$ cat src/rtl/seq_mult_8.sv
// 8x8 unsigned shift-and-add multiplier: one partial product per cycle for 8 cycles,
// valid/ready handshake on both sides, product held until the next result.
module seq_mult_8 (
    input  logic        clk,
    input  logic        rst,
    input  logic        in_valid,
    output logic        in_ready,
    input  logic [7:0]  a,
    input  logic [7:0]  b,
    output logic        out_valid,
    input  logic        out_ready,
    output logic [15:0] product
);

    typedef enum logic [1:0] {
        StIdle,
        StRun,
        StDone
    } state_e;

    state_e      state_q, state_d;
    logic [15:0] mcand_q, mcand_d;
    logic [7:0]  mplier_q, mplier_d;
    logic [15:0] acc_q, acc_d;
    logic [2:0]  count_q, count_d;
    logic [15:0] product_q, product_d;

    logic [15:0] add_sum;
    logic [15:0] acc_next;

    CLA_16 u_cla (
        .a   (acc_q),
        .b   (mcand_q),
        .cin (1'b0),
        .sum (add_sum)
    );

    // Add the shifted multiplicand only when the current multiplier bit is set.
    assign acc_next = mplier_q[0] ? add_sum : acc_q;

    assign in_ready  = (state_q == StIdle);
    assign out_valid = (state_q == StDone);
    assign product   = product_q;

    always_comb begin
        state_d   = state_q;
        mcand_d   = mcand_q;
        mplier_d  = mplier_q;
        acc_d     = acc_q;
        count_d   = count_q;
        product_d = product_q;
        unique case (state_q)
            StIdle: begin
                if (in_valid) begin
                    mcand_d  = {8'h00, a};
                    mplier_d = b;
                    acc_d    = 16'h0000;
                    count_d  = 3'd0;
                    state_d  = StRun;
                end
            end
            StRun: begin
                acc_d    = acc_next;
                mcand_d  = mcand_q << 1;
                mplier_d = mplier_q >> 1;
                count_d  = count_q + 3'd1;
                // Always run all eight steps, even for zero operands.
                if (count_q == 3'd7) begin
                    product_d = acc_next;
                    state_d   = StDone;
                end
            end
            StDone: begin
                if (out_ready) begin
                    state_d = StIdle;
                end
            end
            default: begin
                state_d = StIdle;
            end
        endcase
    end

    always_ff @(posedge clk) begin
        if (rst) begin
            state_q   <= StIdle;
            mcand_q   <= 16'h0000;
            mplier_q  <= 8'h00;
            acc_q     <= 16'h0000;
            count_q   <= 3'd0;
            product_q <= 16'h0000;
        end else begin
            state_q   <= state_d;
            mcand_q   <= mcand_d;
            mplier_q  <= mplier_d;
            acc_q     <= acc_d;
            count_q   <= count_d;
            product_q <= product_d;
        end
    end

endmodule

// 16-bit carry-lookahead adder: four 4-bit lookahead groups with a second lookahead level
// across the group generate/propagate terms. No carry-out.
module CLA_16 (
    input  logic [15:0] a,
    input  logic [15:0] b,
    input  logic        cin,
    output logic [15:0] sum
);

    logic [15:0] p;
    logic [15:0] g;
    logic [15:0] c;
    logic [3:0]  gp;
    logic [3:0]  gg;
    logic [3:0]  gc;

    assign p = a ^ b;
    assign g = a & b;

    for (genvar k = 0; k < 4; k++) begin : g_grp
        assign gp[k] = &p[4*k +: 4];
        assign gg[k] = g[4*k+3]
                     | (p[4*k+3] & g[4*k+2])
                     | (p[4*k+3] & p[4*k+2] & g[4*k+1])
                     | (p[4*k+3] & p[4*k+2] & p[4*k+1] & g[4*k]);

        assign c[4*k]   = gc[k];
        assign c[4*k+1] = g[4*k] | (p[4*k] & gc[k]);
        assign c[4*k+2] = g[4*k+1] | (p[4*k+1] & g[4*k]) | (p[4*k+1] & p[4*k] & gc[k]);
        assign c[4*k+3] = g[4*k+2] | (p[4*k+2] & g[4*k+1]) | (p[4*k+2] & p[4*k+1] & g[4*k])
                        | (p[4*k+2] & p[4*k+1] & p[4*k] & gc[k]);
    end

    // Group carries are fully expanded so no group waits on its neighbour's carry.
    assign gc[0] = cin;
    assign gc[1] = gg[0] | (gp[0] & cin);
    assign gc[2] = gg[1] | (gp[1] & gg[0]) | (gp[1] & gp[0] & cin);
    assign gc[3] = gg[2] | (gp[2] & gg[1]) | (gp[2] & gp[1] & gg[0])
                 | (gp[2] & gp[1] & gp[0] & cin);

    assign sum = p ^ c;

endmodule

$ cat config.mk
export PLATFORM = sky130hd
export DESIGN_NAME = seq_mult_8
export DESIGN_NICKNAME = d
export VERILOG_FILES = /design/src/rtl/seq_mult_8.sv
export SDC_FILE = /design/constraint.sdc
export NUM_CORES = 1
export LEC_CHECK = 0
export CORE_MARGIN = 4
export CORE_UTILIZATION = 30
export DETAILED_ROUTE_END_ITERATION = 8
export PLACE_DENSITY_LB_ADDON = 0.05
export SETUP_SLACK_MARGIN = 0.02
export SLEW_MARGIN = 20
export SYNTH_ARGS = -nofsm -noshare
export SYNTH_HDL_FRONTEND = slang
export SYNTH_SLANG_ARGS = --single-unit
$ cat constraint.sdc
create_clock -name clk -period 3.8 [get_ports clk]
set_input_delay 0.57 -clock clk [delete_from_list [all_inputs] [get_ports clk]]
set_output_delay 0.57 -clock clk [all_outputs]
set_load 0.005 [all_outputs]
==> impl_metrics.ini <==
[grt]
gr-usage-all-layers_pct = 14.5
busiest_layer = met1
met2_usage_pct = 20.5
overflow = 0
antenna_found_initial = 0
met1_usage_pct = 21.7
grt_pass1_wl_um = 14600
met3_usage_pct = 3.26
grt_start_max_net_pins = 43
first_global_vias = 2709

[synthesis]
synth_edf_count = 0
synth_top_cell_area_share_pct = 37.7
yosysUniqueCellTypes = 43
async_reset_ff_share_pct = 0
ys_seq_elements = 61
synth_most_common_cell = nor2_1
synthFlopType = dfxtp_1
syn_nets = 438
yosys-top-cells-count = 80 x nor2_1, 61 x dfxtp_1, 35 x a21oi_1, 28 x nand2_1, 21 x clkbuf_1
postSynthCellCount = 397
synthTopCellsByArea = dfxtp_1 38%, nor2_1 9.3%, ha_1 6.6%, a21oi_1 5.4%, a22oi_1 4.6%
ys_seq_area_share_pct = 37.7
syn_avg_cell_area_sq_um = 8.16
synth_area_sq_mm = 0.00324
yosysTopAreaCell = dfxtp_1
yosys_warnings = 0

[detailed_routing]
drt-wirelength-per-cell_um = 15.1
vias = 2799
first_pass_iters = 4
ant_nets = 0
drt_iter0_markers = 126
viasPerCell = 4.93
drc_errors = 0
routed_wl_um = 8550

[die]
initial_core_util_pct = 31.1
core-area_sq_mm = 0.0104
io_pins = 38
die_height_um = 112
die_w_um = 112
rows = 37
die-area_sq_mm = 0.0125

[timing]
finalSetupTns_ns = 0
finalCritPeriodShare_pct = 70.1
fin_ws_ns = 1.14
holdWs_ns = 0.452
setup_viol = 0
slew_headroom_pct = 33.5
drv_slew = 0
fin_crit_ns = 2.66
worstMarginPinSlew_ns = 0.991
finClkSkew_ns = 0.0128
hold_viol = 0
fmax_mhz = 376
rsz0062_at_grt = no

[clock_tree]
root_buffer = clkbuf_8
cts_inserted_buffers = 9
htree_levels = 3
clk_pin_slew_worst_paths_ns = 0.06
cts.sinks = 61
cts_setup_buffers = 0
hold_buffers = 0
cts_tree = yes
clockBufferDepth = 2
cts_resized = 0
insertion_delay_ns = 0.35

[setup_path]
cp-end-kind = flop
cp.required_ns = 4.00
cp_data_arrival_time_ns = 2.86
setup.worst_path.class = flop to flop
cp-start-kind = flop
path_max_fanout = 5

[cells_and_area]
drive_gt1_share_pct = 8.56
final_cell_area_sq_mm = 0.00398
fin_nets = 468
syn2layout_area_growth_pct = 22.7
antennaDiodeCount = 0

[pwr]
vdd_drop_max_mv = 0.186
finalPower_mw = 1.56
p_leak_nw = 1.55
p_per_area_mw_per_mm2 = 392

[place]
hpwl_um = 5870
dpl_worst_slack_ns = 1.14
routabilityCongestion = 0.755
dpl_cell_area_sq_mm = 0.00373
port_buffers = 37

[job]
maxCapViolations = 0

[run_status]
status = finished clean

[worst_hold_path]
holdCritPathClass = flop to flop
-- registers in the layout, indices dropped and copies added (netlist names) --
name / flops
state_q: 2
product: 16
mcand_q: 16
count_q: 3
acc_q: 16
mplier_q: 8
-- report_power, final --
part	leakage [nW]	switching (mW)	internal, mW
sequential	0.496	0.0166	0.659
clock	0.121	0.259	0.453
combinational	0.935	0.101	0.0708
total	1.55	0.377	1.18
-- metal layers --
metal / wire length, um / vias up
li1: - / 1458
met1: 4390 / 1280
met2: 3620 / 49
met3: 406 / 12
met4: 129 / 0
met5: 0 / -
-- cell usage in the layout, fill, tap and decap left out, types with 14 or more instances in the layout --
cell type,count
nor2_1,80
dfxtp_1,61
clkdlybuf4s50_1,36
a21oi_1,35
nand2_1,28
a22oi_1,20
nor3_1,17
ha_1,17
nor2b_1,14
-- critical path, cell delays in order, from the launching register on --
cell and delay, ns:
dfxtp_1 0.33, ha_1 0.39, a211oi_2 0.24, o21bai_2 0.15, a211oi_4 0.30, nor2_1 0.08, a21o_1 0.20, fa_1 0.37
xnor2_1 0.16, a21oi_1 0.09, a22oi_1 0.17, nor2_1 0.05
-- worst paths after layout --
kind	startpoint	end	slack (ns)	cells past startpoint
min	product[9]	product[9]	0.45	2
min reg2reg	product[9]	product[9]	0.45	2
max reg2reg	mcand_q[5]	acc_q[13]	1.14	11
max	mcand_q[5]	acc_q[13]	1.14	11
-- through the flow --
stage | utilization, % | instances
floorplan | - | 397
global placement | 35.9 | 552
detailed placement | 35.9 | 552
CTS | 38.2 | 568
global route | 38.2 | 568
finish | 38.2 | 568
-- layout make-up --
cell class | count | area, sq um
Clock buffer | 12 | 145
Clock inverter | 4 | 95.1
Fill cell | 1110 | 6440
Inverter | 11 | 41.3
Multi-Input combinational cell | 300 | 1880
Sequential cell | 61 | 1220
Tap cell | 136 | 170
Timing Repair Buffer | 44 | 418
-- cells by family after synthesis --
family                     synth area share, %
adders and majority gates                 9.03
buffers and inverters                     4.17
muxes                                     1.97
and+or+nand+nor                           21.9
xor gates and xnor gates                  1.35
AOI/OAI and AO/OA                         23.9
DFF                                       37.7
No activity file was read; power rests on OpenSTA's default activity.
